--- config.mk ---
export PLATFORM = sky130hd
export DESIGN_NAME = sfp_slf_mul
export DESIGN_NICKNAME = d
export VERILOG_FILES = /design/src/rtl/sfp_pkg.sv /design/src/rtl/sfp_slf_rnd.sv /design/src/rtl/sfp_slf_mul.sv
export SDC_FILE = /design/constraint.sdc
export NUM_CORES = 1
export LEC_CHECK = 0
export BUFFER_PORTS_ARGS = -buffer_cell sky130_fd_sc_hd__buf_4
export CAP_MARGIN = 40
export CORE_AREA = 5 5 169 171
export DETAILED_ROUTE_END_ITERATION = 7
export DIE_AREA = 0 0 174 176
export PLACE_DENSITY = 0.71
export SLEW_MARGIN = 20
export SYNTH_ARGS = -nofsm -noshare
export SYNTH_HDL_FRONTEND = slang
export SYNTH_SLANG_ARGS = --single-unit
--- constraint.sdc ---
create_clock -name i_clk -period 6.8 [get_ports i_clk]
set_input_delay 0.68 -clock i_clk [delete_from_list [all_inputs] [get_ports i_clk]]
set_output_delay 0.68 -clock i_clk [all_outputs]
set_load 0.02 [all_outputs]
--- src/rtl/sfp_pkg.sv ---
// Shared definitions for the 26-bit slf float format used across the
// std2slf / slf_mul / slf2std datapath.
package sfp_pkg;

   localparam int SLF_W    = 26;
   localparam int EXP_W    = 8;
   localparam int MAN_W    = 17;
   localparam int EXP_BIAS = 127;
   localparam int EXP_MAX  = 254;

   localparam int SGN_BIT = 25;
   localparam int EXP_HI  = 24;
   localparam int EXP_LO  = 17;
   localparam int MAN_HI  = 16;
   localparam int MAN_LO  = 0;

   // Internal widths: full mantissa product and a signed exponent with headroom
   localparam int PROD_W = 2 * MAN_W;
   localparam int EXPI_W = 10;

   localparam logic signed [EXPI_W-1:0] EXP_BIAS_S = EXPI_W'(EXP_BIAS);
   localparam logic signed [EXPI_W-1:0] EXP_MAX_S  = EXPI_W'(EXP_MAX);

   typedef struct packed {
      logic             sgn;
      logic [EXP_W-1:0] exp;
      logic [MAN_W-1:0] man;
   } slf_t;

endpackage

--- src/rtl/sfp_slf_rnd.sv ---
// Combinational normalize + round-half-up of a mantissa product into the
// 17-bit slf mantissa, adjusting the exponent for both shifts.
module sfp_slf_rnd
   import sfp_pkg::*;
(
   input  logic        [PROD_W-1:0] prod,
   input  logic signed [EXPI_W-1:0] exp_in,
   output logic        [MAN_W-1:0]  man,
   output logic signed [EXPI_W-1:0] exp_out
);

   logic        [MAN_W-1:0]  man_raw;
   logic                     rnd_bit;
   logic signed [EXPI_W-1:0] exp_adj;
   logic        [MAN_W:0]    man_inc;

   // Bits below the rounding position never influence round-half-up.
   logic unused_low;
   assign unused_low = ^prod[14:0];

   // NOTE: every output of a combinational block gets a default first, so no
   // path can leave a value unassigned and infer a latch.
   always_comb begin
      man_raw = '0;
      rnd_bit = 1'b0;
      exp_adj = exp_in;
      man     = '0;
      exp_out = exp_in;

      if (prod[PROD_W-1]) begin
         man_raw = prod[PROD_W-1:MAN_W];
         rnd_bit = prod[MAN_W-1];
         exp_adj = exp_in + EXPI_W'(1);
      end else begin
         man_raw = prod[PROD_W-2:MAN_W-1];
         rnd_bit = prod[MAN_W-2];
      end

      man_inc = {1'b0, man_raw} + (MAN_W+1)'(rnd_bit);

      // Carry out of the mantissa renormalizes to exactly 1.0 one binade up
      if (man_inc[MAN_W]) begin
         man     = {1'b1, {(MAN_W-1){1'b0}}};
         exp_out = exp_adj + EXPI_W'(1);
      end else begin
         man     = man_inc[MAN_W-1:0];
         exp_out = exp_adj;
      end
   end

endmodule

--- src/rtl/sfp_slf_mul.sv ---
// Four-register pipelined slf multiplier: operand capture, sign/exponent/
// product, normalize+round, range select. One result per cycle, no stall.
module sfp_slf_mul
   import sfp_pkg::*;
#(
   parameter int LAT = 3
) (
   input  logic             i_clk,
   input  logic             i_rst,
   input  logic             i_req,
   input  logic [SLF_W-1:0] i_dat_a,
   input  logic [SLF_W-1:0] i_dat_b,
   output logic             o_vld,
   output logic [SLF_W-1:0] o_dat
);

   if (LAT != 3) begin : g_bad_lat
      $error("sfp_slf_mul: LAT must be 3");
   end

   // Stage 0: registered operands
   logic req0;
   slf_t a0, b0;

   // Stage 1: sign, unnormalized exponent, raw product, zero flag
   logic                     vld1, s1, z1;
   logic signed [EXPI_W-1:0] e1;
   logic        [PROD_W-1:0] p1;

   // Stage 2: normalized and rounded
   logic                     vld2, s2, z2;
   logic signed [EXPI_W-1:0] e2;
   logic        [MAN_W-1:0]  m2;

   logic signed [EXPI_W-1:0] e1_nxt, e_rnd;
   logic        [PROD_W-1:0] p1_nxt;
   logic        [MAN_W-1:0]  m_rnd;
   slf_t                     res3;

   assign e1_nxt = $signed({2'b00, a0.exp}) + $signed({2'b00, b0.exp}) - EXP_BIAS_S;
   assign p1_nxt = PROD_W'(a0.man) * PROD_W'(b0.man);

   sfp_slf_rnd u_rnd (
      .prod    (p1),
      .exp_in  (e1),
      .man     (m_rnd),
      .exp_out (e_rnd)
   );

   always_comb begin
      res3     = '0;
      res3.sgn = s2;
      if (z2 || e2 < EXPI_W'(1)) begin
         res3.exp = '0;
         res3.man = '0;
      end else if (e2 > EXP_MAX_S) begin
         res3.exp = EXP_W'(EXP_MAX);
         res3.man = '1;
      end else begin
         res3.exp = e2[EXP_W-1:0];
         res3.man = m2;
      end
   end

   // NOTE: sequential state uses non-blocking assignments so every stage
   // samples the previous stage's value from before this edge.
   // NOTE: the whole pipeline, data included, is cleared on reset so that
   // o_dat reads zero afterwards and no stale operand can leak out.
   always_ff @(posedge i_clk) begin
      if (!i_rst) begin
         req0  <= 1'b0;
         a0    <= '0;
         b0    <= '0;
         vld1  <= 1'b0;
         s1    <= 1'b0;
         z1    <= 1'b0;
         e1    <= '0;
         p1    <= '0;
         vld2  <= 1'b0;
         s2    <= 1'b0;
         z2    <= 1'b0;
         e2    <= '0;
         m2    <= '0;
         o_vld <= 1'b0;
         o_dat <= '0;
      end else begin
         req0  <= i_req;
         a0    <= i_dat_a;
         b0    <= i_dat_b;

         vld1  <= req0;
         s1    <= a0.sgn ^ b0.sgn;
         z1    <= (a0.exp == '0) || (b0.exp == '0);
         e1    <= e1_nxt;
         p1    <= p1_nxt;

         vld2  <= vld1;
         s2    <= s1;
         z2    <= z1;
         e2    <= e_rnd;
         m2    <= m_rnd;

         o_vld <= vld2;
         if (vld2) begin
            o_dat <= res3;
         end
      end
   end

endmodule

### After elaboration in Yosys (flattened, before gate mapping)

Cells that the tools add are included.

| operators by class | value |
|---|---|
| $add $sub $neg | 5 |
| $mul | 1 |
| magnitude comparators | 2 |
| muxes and demuxes | 7 |
| bitwise gates (word level) | 2 |
| reduce and logical (&&, ||, !) cells | 5 |

Operator list:

| cell | count |
|---|---|
| 2-to-1 mux 25 bit | 2 |
| multiplier 17 x 17 -> 34 bit | 1 |
| 2-to-1 mux 17 bit | 2 |
| adder 10 x 2 -> 10 bit, second input constant | 2 |
| 2-to-1 mux 10 bit | 2 |
| adder 17 x 1 -> 18 bit | 1 |
| zero test 8 bit | 2 |
| greater-than comparator 10 x 9 -> 1 bit, second input constant | 1 |
| less-than comparator 10 x 2 -> 1 bit, second input constant | 1 |
| subtractor 9 x 7 -> 10 bit, second input constant | 1 |
| adder 8 x 8 -> 9 bit | 1 |
| logical OR 1 bit | 2 |
| OR reduction 2 bit | 1 |
| 2-to-1 mux 1 bit | 1 |
| NOT 1 bit | 1 |
| XOR 1 bit | 1 |

| storage, ports and cells | value |
|---|---|
| flip-flop bits (word level) | 157 |
| bits of input ports | 55 |
| output and inout port bits | 27 |
| word-level logic and storage cells | 42 |

### Depth between registers and ports, before layout

Gate-level depths: netlist of the first run.

| logic depth | value |
|---|---|
| word-level depth | 4 |
| depth in mapped cells | 23 |
| mapped depth without buffers | 21 |

### Modules after synthesis

Synthesis of the first run repeated with hierarchy kept, for this count alone.

| second synthesis, totals | value |
|---|---|
| cells, all modules | 1753 |
| area, all modules | 15747.6 um2 |

Modules (own cells, without submodules):

| module | instances | cells each | area an instance (um2) | seq. area each (um2) |
|---|---|---|---|---|
| sfp_slf_mul | 1 | 1563 | 14391.3 | 3143.0 |
| sfp_slf_rnd | 1 | 190 | 1356.3 | 0.0 |

### Least setup slack after synthesis of the first run

Ideal clock, no wire load.

| timing path | value |
|---|---|
| kind | register to register |
| from | register a0[14] in the netlist's numbering |
| to | register p1[30] |
| setup time | 0.118 ns |
| arrival | 5.769 ns |
| data required time | 6.682 ns |
| path slack | 0.913 ns |
| cell stages (with the launch flop) | 21 |
| path buffers | 2 |
| clock period less this slack | 5.887 ns |
| cells stage by stage | dfxtp_1 > clkbuf_1 > clkbuf_1 > nand2_1 > fa_1 > fa_1 > inv_1 > fa_1 > fa_1 > fa_1 > inv_1 > fa_1 > inv_1 > ha_1 > a21o_1 > a211o_1 > nor2_2 > a31oi_1 > a2111o_1 > a21o_1 > mux2i_1 |

| on the way | value |
|---|---|
| longest elaborated chain between the ends | 1 |

Ends and longest elaborated chain:

| element | line | text |
|---|---|---|
| from (decl) | sfp_slf_mul.sv:23 | `slf_t a0, b0;` |
| from (signal assigned) | sfp_slf_mul.sv:88 | `a0 <= i_dat_a;` |
| multiplier 17 x 17 -> 34 bit | sfp_slf_mul.sv:41 | `assign p1_nxt = PROD_W'(a0.man) * PROD_W'(b0.man);` |
| to (signal assigned) | sfp_slf_mul.sv:95 | `p1 <= p1_nxt;` |
| to (decl) | sfp_slf_mul.sv:28 | `logic [PROD_W-1:0] p1;` |

No other way between the ends.
A chain may end at the register's enable or synchronous reset.

### Worst setup path in the final report of the first run

| timing path | value |
|---|---|
| from | register a0[7] in the netlist's numbering |
| to | register p1[30] |

Same word-level chain as after synthesis.

==> results.md, run 1 <==
* Power per cell area at 193 nW/um2
* Layout cells sized above 1 at 8.22%
* Commonest non-fill, non-tap cell in the layout: inv_1
* RR Endpoint: p1[30]$_SDFF_PN0_
* Die area at 30600 um2
* Final hold vios at 0
* Worst setup endpoint: p1[30]$_SDFF_PN0_
* Via/cell ratio at 5.38
* First-pass GRT wire length at 57300 um
* Fmax at 152 MHz
* Worst min path class: input port to flop
* Hold buffer count at CTS at 0
* Worst R2R Start: a0[7]$_SDFF_PN0_
* Area share of the largest cell type after synthesis at 29.7%
* Clk_lat worst skew at 0.45 ns
* Syn avg cell area at 9.04 um2
* IO Count at 82
* Post-layout min period at 6.56 ns
* Critical Path End Type: flop
* HP Start: i_dat_b[12]
* P&R area growth vs syn at 9.68%
* Sequential area share after synthesis at 18.9%
* Final #Nets at 2105
* Pins Over Slew Limit at 0
* Post-Layout Inst Area at 16500 um2
* Most frequent cells in the layout: inv_1 (265), fa_1 (223), nand2_1 (218)
* # setup viols final at 0
* CTS sink count at 142
* Period utilisation layout at 96.4%
* GRT Max-Usage Layer: met2
* Reg2reg setup slack at 0.24 ns
* Area of the multi-input gates at 10900 um2
* Postcts setup bufs at 0
* Non-filler instance count after layout at 2056
* Largest area contributor in the netlist: fa_1
* Final GP Congestion at 0.964
* Post-synth EDFFs at 0
* M3 GR Usage at 4.18%
* Largest net degree at the start of global routing at 86
* Total track usage at 22.8%
* Placed Instances at 2024
* Total wire length at 33500 um
* Depth of the most critical reg-to-reg path at 20
* Number of diodes at 0
* Setup TNS at 0 ns
* Setup crit start: a0[7]$_SDFF_PN0_
* Crit-path max FO at 17
* Max Cap Viol at 0
* Net count after synthesis at 2067
* Dpl hpwl at 26400 um
* Worst-Margin Slew at 0.800 ns
* Cts bufs inserted at 17
* Ys async rst share at 0%
* WP data arrival at 6.90 ns
* Synthesized instance count at 1664
* Clk_skew at 0.0223 ns
* TritonRoute pass-1 iters at 5
* Peak VDD IR at 0.185 mV
* Gr ovfl total at 0
* Initial Utilization at 56.3%
* P_leak at 0.00791 uW
* Hold path depth at 2
* Status: completed
* Setup Crit Path Kind: flop to flop
* WL per Instance at 16.3 um
* Synth Flop Type: dfxtp_1
* Mapped Area at 15000 um2
* Fin util at 61.7%
* Slew HR at 46.6%
* Vias in the first global route at 11700
* RSZ-0062 raised after global routing: false
* CP Launch Type: flop
* M1 GR Usage at 30.6%
* H-Tree Depth at 4
* Flops & latches, synth at 142
* Routed vias at 11100
* Yosys Warn Count at 0
* Worst-path clk slew at 0.08 ns
* CTS tree: done
* Cts repair resizes at 0
* Placement Cell Area at 15900 um2
* # DRC at 0
* Port bufs at 81
* Antenna violations before repair at 0
* Num rows at 60
* Seq. cell area at 2840 um2
* Worst EP required at 7.14 ns
* Maximum root-to-sink buffer count at 2
* Met2 usage at 38.5%
* DIE HEIGHT at 176 um
* Synth cell types at 64
* # fillers at 2256
* Final ANT Viol Nets at 0
* Dominant cells by area after synthesis: fa_1 (30%), dfxtp_1 (19%), ha_1 (10%)
* Clk root buf: clkbuf_16
* Initial detailed-routing violation count at 723
* Core area at 26700 um2
* Die W at 174 um
[flip-flops by register name (all words and copies together) (netlist names), 10 cells and up]
signal / flops
e1: 10
e2: 10
a0: 26
o_dat: 26
m2: 17
b0: 26
p1: 19
[synthesized netlist by cell type (3+ instances only)]
master and instances:
nand3_1 15, and3_1 14, nand2b_1 33, nor4_1 6, nor3_1 9, o21ai_0 50, mux2_2 3, nor2_1 40
clkbuf_1 65, fa_1 223, xor2_1 21, o21a_1 6, ha_1 125, nand2_1 218, o211ai_1 5, inv_1 265
a211oi_1 14, nor2b_1 10, o2111a_1 3, a31oi_1 5, dfxtp_1 142, o22ai_1 3, or3_1 4, a21oi_1 30
nand4_1 11, xnor2_1 33, buf_2 8, a21boi_0 26, a21o_1 9, and2_1 209, o21bai_1 3, mux2i_1 15
[stage by stage]
stage | power, uW | hold slack [ns] | setup slack [ns]
3_3_place_gp | 2180 | 0.418 | 0.315
2_1_floorplan | 1920 | 0.412 | 0.913
5_1_grt | 3430 | 0.436 | 0.0107
3_5_place_dp | 2210 | 0.420 | 0.282
6_report | 3190 | 0.432 | 0.242
4_1_cts | 3210 | 0.420 | 0.261
[where the power goes]
group	internal [uW]	switching [uW]	total [uW]
sequential	916	124	1040
combinational	508	659	1170
clock	525	454	979
[metal layers]
metal / vias to the layer above / wire length (um)
met5: - / 0
met4: 0 / 610
met3: 50 / 2150
met2: 360 / 16000
met1: 5396 / 14800
li1: 5251 / -
[cell type report]
| class | count | area share, % |
|---|---|---|
| multi-input combinational | 1181 | 66.1 |
| sequential | 142 | 17.2 |
| tap | 341 | 2.59 |
| clock inverter | 15 | 1.05 |
| clock buffer | 17 | 2.58 |
| inverter | 265 | 6.03 |
| timing repair buffer | 95 | 4.45 |
[worst max-delay path: stages, from the launching register on]
cell	delay, ns
dfxtp_1	0.80
nand2_1	0.17
fa_1	0.56
inv_1	0.05
fa_1	0.52
inv_1	0.06
fa_1	0.54
inv_1	0.05
fa_1	0.41
fa_1	0.52
inv_1	0.05
fa_1	0.47
inv_1	0.04
ha_1	0.36
a21o_1	0.24
a211o_1	0.33
nor2_2	0.14
a31oi_1	0.19
a2111o_1	0.50
a21o_1	0.20
mux2i_1	0.23
[logic make-up (layout without fill, tap and decap cells)]
group / count (synthesis) / after routing / share of synthesized area, %
flops: 142 / 142 / 18.9
xor+xnor: 54 / 54 / 3.15
mux: 18 / 18 / 1.22
fa+ha+maj: 348 / 348 / 40.1
buf+inv: 341 / 392 / 8.63
simple gates: 585 / 585 / 20.1
compound gates: 176 / 176 / 7.94
[worst min-delay path by stage]
stage | end
final | b0[12]$_SDFF_PN0_
after global routing | a0[4]$_SDFF_PN0_
after CTS | b0[12]$_SDFF_PN0_
after detailed placement | vld1$_SDFF_PN0_
after global placement | z2$_SDFF_PN0_
after floorplan | s2$_SDFF_PN0_
Note: power is estimated with default switching activity, not from simulation.
==> run 2, diff against run 1 <==
--- a/config.mk
+++ b/config.mk
@@ -5,7 +5,7 @@
 export SDC_FILE = /design/constraint.sdc
 export NUM_CORES = 1
 export LEC_CHECK = 0
-export BUFFER_PORTS_ARGS = -buffer_cell sky130_fd_sc_hd__buf_4
+export BUFFER_PORTS_ARGS = -buffer_cell sky130_fd_sc_hd__clkbuf_2
 export CAP_MARGIN = 40
 export CORE_AREA = 5 5 169 171
 export DETAILED_ROUTE_END_ITERATION = 7
==> run 2 against run 1 <==
Total power shrank 1.5%. Wire length is 2.0% lower. Setup slack improved by 0.040 ns. Global-route usage fell by 0.50 points. Clock power down 3.0%. Combinational power is essentially flat. Core utilization decreased by 0.74 points. Die area stayed put. Worst hold slack gained 0.0019 ns. Largest cell class unchanged.
==> results.md, run 2 (synthesis gave the netlist of run 1 again) <==
* Layout cells sized above 1 at 8.21% (was 8.22%)
* Worst-Margin Slew at 0.794 ns (was 0.800 ns)
* Crit-path max FO at 17 (unchanged)
* Final hold vios at 0 (unchanged)
* Post-layout min period at 6.52 ns (was 6.56 ns)
* Pins Over Slew Limit at 0 (unchanged)
* Post-Layout Inst Area at 16300 um2 (was 16500 um2)
* Port bufs at 81 (unchanged)
* Final #Nets at 2107 (was 2105)
* Die W at 174 um (unchanged)
* WL per Instance at 16.0 um (was 16.3 um)
* Period utilisation layout at 95.9% (was 96.4%)
* Postcts setup bufs at 0 (unchanged)
* Number of diodes at 0 (unchanged)
* Status: completed (unchanged)
* Worst-path clk slew at 0.06 ns (was 0.08 ns)
* Via/cell ratio at 5.37 (was 5.38)
* First-pass GRT wire length at 56000 um (was 57300 um)
* Initial detailed-routing violation count at 716 (was 723)
* Setup Crit Path Kind: flop to flop (unchanged)
* Final ANT Viol Nets at 0 (unchanged)
* HP Start: req0$_SDFF_PN0_ (was i_dat_b[12])
* WP data arrival at 6.85 ns (was 6.90 ns)
* Clk_lat worst skew at 0.43 ns (was 0.45 ns)
* P_leak at 0.00786 uW (was 0.00791 uW)
* Hold buffer count at CTS at 0 (unchanged)
* Core area at 26700 um2 (unchanged)
* Reg2reg setup slack at 0.28 ns (was 0.24 ns)
* IO Count at 82 (unchanged)
* Gr ovfl total at 0 (unchanged)
* # fillers at 2305 (was 2256)
* Most frequent cells in the layout: inv_1 (265), fa_1 (223), nand2_1 (218) (unchanged)
* RSZ-0062 raised after global routing: false (unchanged)
* Largest net degree at the start of global routing at 96 (was 86)
* Total track usage at 22.3% (was 22.8%)
* # DRC at 0 (unchanged)
* Worst R2R Start: b0[8]$_SDFF_PN0_ (was a0[7]$_SDFF_PN0_)
* Die area at 30600 um2 (unchanged)
* Setup crit start: b0[8]$_SDFF_PN0_ (was a0[7]$_SDFF_PN0_)
* H-Tree Depth at 4 (unchanged)
* Final GP Congestion at 0.950 (was 0.964)
* Routed vias at 11000 (was 11100)
* Vias in the first global route at 11400 (was 11700)
* Worst EP required at 7.13 ns (was 7.14 ns)
* DIE HEIGHT at 176 um (unchanged)
* Final total power at 3140 uW (was 3190 uW)
* Antenna violations before repair at 0 (unchanged)
* Worst min path class: flop to flop (was input port to flop)
* CTS tree: done (unchanged)
* Power per cell area at 193 nW/um2 (about the same)
* # setup viols final at 0 (unchanged)
* P&R area growth vs syn at 8.36% (was 9.68%)
* Fmax at 153 MHz (was 152 MHz)
* Area of the multi-input gates at 10900 um2 (unchanged)
* CTS sink count at 142 (unchanged)
* TritonRoute pass-1 iters at 5 (unchanged)
* Total wire length at 32800 um (was 33500 um)
* Cts bufs inserted at 17 (unchanged)
* Max Cap Viol at 0 (unchanged)
* Placement Cell Area at 15700 um2 (was 15900 um2)
* Dpl hpwl at 26000 um (was 26400 um)
* Critical Path End Type: flop (unchanged)
* Biggest regs: a0 (26), b0 (26), o_dat (26) (unchanged)
* Maximum root-to-sink buffer count at 2 (unchanged)
* Cts repair resizes at 0 (unchanged)
* Peak VDD IR at 0.155 mV (was 0.185 mV)
* Setup TNS at 0 ns (unchanged)
* Commonest non-fill, non-tap cell in the layout: inv_1 (unchanged)
* Num rows at 60 (unchanged)
* Slew HR at 47.0% (was 46.6%)
* CP Launch Type: flop (unchanged)
* Clk root buf: clkbuf_16 (unchanged)
* Seq. cell area at 2840 um2 (unchanged)
* Clk_skew at 0.0183 ns (was 0.0223 ns)
* Initial Utilization at 56.3% (unchanged)
## run 2: cell count changes in the layout (fill, tap and decap cells not counted)
cell        before  now
bufinv_16        1    2
buf_4           94   16
inv_6            4    5
clkinvlp_4       1    2
clkinv_8         2    0
clkbuf_1         0    2
clkbuf_2         0   80
inv_8            4    1
## run 2: per-layer routing
layer / wire length (um) / GRT usage, %
met2: 15500 / 37.5
met1: 14600 / 29.8
met5: 0 / 0
met4: 641 / 6.30
met3: 2130 / 4.13
## run 2: metrics by stage
stage | hold slack (ns) | cells | utilization, % | setup WS (ns)
after global placement | 0.420 | 2024 | 58.6 | 0.350
after floorplan | 0.412 | 1664 | - | 0.913
after detailed placement | 0.428 | 2026 | 58.8 | 0.334
after global routing | 0.444 | 2058 | 61.0 | 0.0336
final | 0.434 | 2058 | 61.0 | 0.282
after CTS | 0.433 | 2058 | 61.0 | 0.314
## run 2: critical path, cell delays in order, from the launching register on
cell and delay [ns]:
dfxtp_1 0.83, nand2_1 0.17, fa_1 0.57, inv_1 0.05, fa_1 0.49, inv_1 0.06, fa_1 0.54, inv_1 0.05
fa_1 0.41, fa_1 0.52, inv_1 0.05, fa_1 0.47, inv_1 0.04, ha_1 0.36, a21o_1 0.24, a211o_1 0.33
nor2_2 0.13, a31oi_1 0.18, a2111o_1 0.50, a21o_1 0.20, mux2i_1 0.21
## run 2: path summary, 6_finish.rpt
kind                        to  cells past startpoint
min            vld1$_SDFF_PN0_                      1
min reg2reg    vld1$_SDFF_PN0_                      1
max reg2reg  p1[30]$_SDFF_PN0_                     20
max          p1[30]$_SDFF_PN0_                     20
## run 2: report_power, final
group          internal, uW  total, uW  switching [uW]
combinational           496       1150             651
clock                   549        950             401
sequential              916       1040             125
total                  1960       3140            1180
## run 2: cell type report
type                    instances  area share, %
flip-flops and latches        142           17.4
inverters                     265           6.11
repair buffers                 97           3.36
clock buffers                  19           2.66
multi-input cells            1181           66.9
clock inverters                13          0.937
well taps                     341           2.62
==> run 3, diff against run 2 <==
--- a/config.mk
+++ b/config.mk
@@ -5,11 +5,12 @@
 export SDC_FILE = /design/constraint.sdc
 export NUM_CORES = 1
 export LEC_CHECK = 0
+export ABC_AREA = 1
 export BUFFER_PORTS_ARGS = -buffer_cell sky130_fd_sc_hd__clkbuf_2
-export CAP_MARGIN = 40
-export CORE_AREA = 5 5 169 171
+export CAP_MARGIN = 20
+export CORE_AREA = 5 5 172 174
 export DETAILED_ROUTE_END_ITERATION = 7
-export DIE_AREA = 0 0 174 176
+export DIE_AREA = 0 0 177 179
 export PLACE_DENSITY = 0.71
 export SLEW_MARGIN = 20
 export SYNTH_ARGS = -nofsm -noshare
==> run 3 against run 2 <==
Die area increased by 3.5%. Via count up 14%. Non-clock buffer count decreased by 2. Sequential cell count unchanged. Cell count up 24%. Register-to-register slack gained 0.58 ns. Total power grew 0.71%.
==> results.md, run 3 <==
* Status: completed (unchanged)
* Fmax at 168 MHz (was 153 MHz)
* Ys async rst share at 0% (unchanged)
* Die area at 31700 um2 (was 30600 um2)
* Maximum root-to-sink buffer count at 2 (unchanged)
* First-pass GRT wire length at 61200 um (was 56000 um)
* Peak VDD IR at 0.197 mV (was 0.155 mV)
* Fin util at 61.0% (about the same)
* Largest area contributor in the netlist: fa_1 (unchanged)
* Critical Path End Type: flop (unchanged)
* CTS tree: done (unchanged)
* Vias in the first global route at 13300 (was 11400)
* Final #Nets at 2557 (was 2107)
* Internal at 1910 uW (was 1960 uW)
* P&R area growth vs syn at 7.79% (was 8.36%)
* Post-Layout Inst Area at 16900 um2 (was 16300 um2)
* M1 GR Usage at 30.6% (was 29.8%)
* # setup viols final at 0 (unchanged)
* Layout cells sized above 1 at 7.06% (was 8.21%)
* Final GP Congestion at 0.926 (was 0.950)
* Placement Cell Area at 16300 um2 (was 15700 um2)
* Mapped Area at 15600 um2 (was 15000 um2)
* TritonRoute pass-1 iters at 6 (was 5)
* Worst EP required at 7.13 ns (about the same)
* Synth Flop Type: dfxtp_1 (unchanged)
* WP data arrival at 6.26 ns (was 6.85 ns)
* Dpl hpwl at 28700 um (was 26000 um)
* Count leader, synth: nand2_1 (was inv_1)
* Initial detailed-routing violation count at 631 (was 716)
* Final hold vios at 0 (unchanged)
* Yosys Warn Count at 0 (unchanged)
* Total track usage at 24.0% (was 22.3%)
* Most common library cells after synthesis: nand2_1 (612), inv_1 (544), fa_1 (223) (was inv_1 (265), fa_1 (223), nand2_1 (218))
* Final ANT Viol Nets at 0 (unchanged)
* Clk_skew at 0.0126 ns (was 0.0183 ns)
* Routed vias at 12600 (was 11000)
* Setup Crit Path Kind: flop to flop (unchanged)
* Comb power frac at 37.9% (was 36.5%)
* H-Tree Depth at 4 (unchanged)
* Area share of the largest cell type after synthesis at 28.5% (was 29.7%)
* Flops & latches, synth at 142 (unchanged)
* CTS sink count at 142 (unchanged)
* Port bufs at 81 (unchanged)
* Reg2reg setup slack at 0.86 ns (was 0.28 ns)
* Pins Over Slew Limit at 0 (unchanged)
* Antenna violations before repair at 0 (unchanged)
* Synth cell types at 42 (was 64)
* Net Sw Power at 1250 uW (was 1180 uW)
* Total wire length at 35400 um (was 32800 um)
* Biggest regs: a0 (26), b0 (26), o_dat (26) (unchanged)
* M3 GR Usage at 5.21% (was 4.13%)
* Syn avg cell area at 7.34 um2 (was 9.04 um2)
* Flop pwr share at 31.8% (was 33.2%)
* Worst-Margin Slew at 0.862 ns (was 0.794 ns)
* # fillers at 2594 (was 2305)
* Worst-path clk slew at 0.07 ns (was 0.06 ns)
* Initial Utilization at 56.6% (was 56.3%)
* Post-synth EDFFs at 0 (unchanged)
* Via/cell ratio at 4.96 (was 5.37)
* Clk root buf: clkbuf_16 (unchanged)
* Most frequent cells in the layout: nand2_1 (612), inv_1 (544), fa_1 (223) (was inv_1 (265), fa_1 (223), nand2_1 (218))
* Number of diodes at 0 (unchanged)
* Synthesized instance count at 2131 (was 1664)
* RSZ-0062 raised after global routing: false (unchanged)
* Final total power at 3160 uW (was 3140 uW)
* Num rows at 61 (was 60)
* Hold buffer count at CTS at 0 (unchanged)
* P_leak at 0.00973 uW (was 0.00786 uW)
* Period utilisation layout at 87.3% (was 95.9%)
* Non-filler instance count after layout at 2544 (was 2058)
* Clock Power Share at 30.3% (about the same)
* IO Count at 82 (unchanged)
* Met2 usage at 40.2% (was 37.5%)
* Slew HR at 42.4% (was 47.0%)
* Postcts setup bufs at 0 (unchanged)
* Power per cell area at 187 nW/um2 (was 193 nW/um2)
* Cts bufs inserted at 17 (unchanged)
* Dominant cells by area after synthesis: fa_1 (29%), dfxtp_1 (18%), nand2_1 (15%) (was fa_1 (30%), dfxtp_1 (19%), ha_1 (10%))
* Worst min path class: flop to flop (unchanged)
* Sw frac at 39.7% (was 37.5%)
* Placed Instances at 2513 (was 2026)
* Net count after synthesis at 2534 (was 2067)
* Max Cap Viol at 0 (unchanged)
* Core area at 27600 um2 (was 26700 um2)
* Clk_lat worst skew at 0.44 ns (was 0.43 ns)
* Cts repair resizes at 0 (unchanged)
* Largest net degree at the start of global routing at 47 (was 96)
* Setup TNS at 0 ns (unchanged)
* Post-layout min period at 5.94 ns (was 6.52 ns)
* Commonest non-fill, non-tap cell in the layout: nand2_1 (was inv_1)
* WL per Instance at 13.9 um (was 16.0 um)
* Gr ovfl total at 0 (unchanged)
* Sequential area share after synthesis at 18.2% (was 18.9%)
* Die W at 177 um (was 174 um)
* CP Launch Type: flop (unchanged)
* GRT Max-Usage Layer: met2 (unchanged)
* # DRC at 0 (unchanged)
* DIE HEIGHT at 179 um (was 176 um)
* Crit-path max FO at 17 (unchanged)
==> run 3: cell count changes after synthesis, sizes merged, moves of 20 or more <==
cell	delta
xnor2	-27
nor2	+77
inv	+283
nand2	+395
clkbuf	+20
nand2b	-33
nand3	+24
a21oi	+63
and2	-209
a21boi	-24
==> run 3: path summary, 6_finish.rpt <==
| path | start | end | cells after the start |
|---|---|---|---|
| hold reg to reg | req0$_SDFF_PN0_ | vld1$_SDFF_PN0_ | 2 |
| setup / recovery | a0[11]$_SDFF_PN0_ | p1[32]$_SDFF_PN0_ | 19 |
| hold / removal | req0$_SDFF_PN0_ | vld1$_SDFF_PN0_ | 2 |
| setup reg to reg | a0[11]$_SDFF_PN0_ | p1[32]$_SDFF_PN0_ | 19 |
==> run 3: power groups by stage <==
| stage | registers (uW) | clock network, uW | logic [uW] |
|---|---|---|---|
| final | 1000 | 957 | 1200 |
| after global routing | 1020 | 1010 | 1390 |
| after CTS | 1000 | 982 | 1200 |
| after floorplan | 961 | 0 | 933 |
| after detailed placement | 1020 | 0 | 1190 |
| after global placement | 1020 | 0 | 1170 |
==> run 3: worst max-delay path: stages (launching register included) <==
cell	delay [ns]
dfxtp_1	0.89
nand2_1	0.18
fa_1	0.57
inv_1	0.05
fa_1	0.51
fa_1	0.43
fa_1	0.52
fa_1	0.55
inv_1	0.06
fa_1	0.53
inv_1	0.04
ha_1	0.33
a21oi_1	0.24
o21a_1	0.17
a21boi_0	0.35
nor2_1	0.07
nor2_1	0.12
nand3_1	0.09
nand2_1	0.06
nor2_1	0.04
==> run 3: cells by family (layout without fill, tap and decap cells) <==
logic type | after synthesis | after routing | share of synthesized area, %
XOR/XNOR | 17 | 17 | 1.05
AO/OA/AOI/OAI | 165 | 165 | 5.73
buffers and inverters | 642 | 677 | 15.6
adder cells (fa/ha/maj) | 348 | 348 | 38.5
flip-flops | 142 | 142 | 18.2
AND/OR/NAND/NOR | 817 | 817 | 20.9
==> run 3: final cells by class <==
class,count,area (um2),share of cell area (%)
Clock buffer,17,425,2.52
Clock inverter,14,176,1.05
Inverter,551,2070,12.3
Multi-Input combinational cell,1347,10400,61.5
Sequential cell,142,2840,16.9
Tap cell,378,473,2.80
Timing Repair Buffer,95,510,3.03
==> run 3: per-stage QoR <==
step	hold slack [ns]	worst slack (ns)
floorplan	0.390	1.32
global placement	0.392	1.02
detailed placement	0.404	0.964
CTS	0.392	0.911
global route	0.413	0.550
finish	0.415	0.863
==> run 3: routing by layer <==
layer | wire, um | vias up
met5 | 0 | -
met2 | 16700 | 368
li1 | - | 6257
met1 | 15300 | 5899
met4 | 1110 | 0
met3 | 2330 | 85
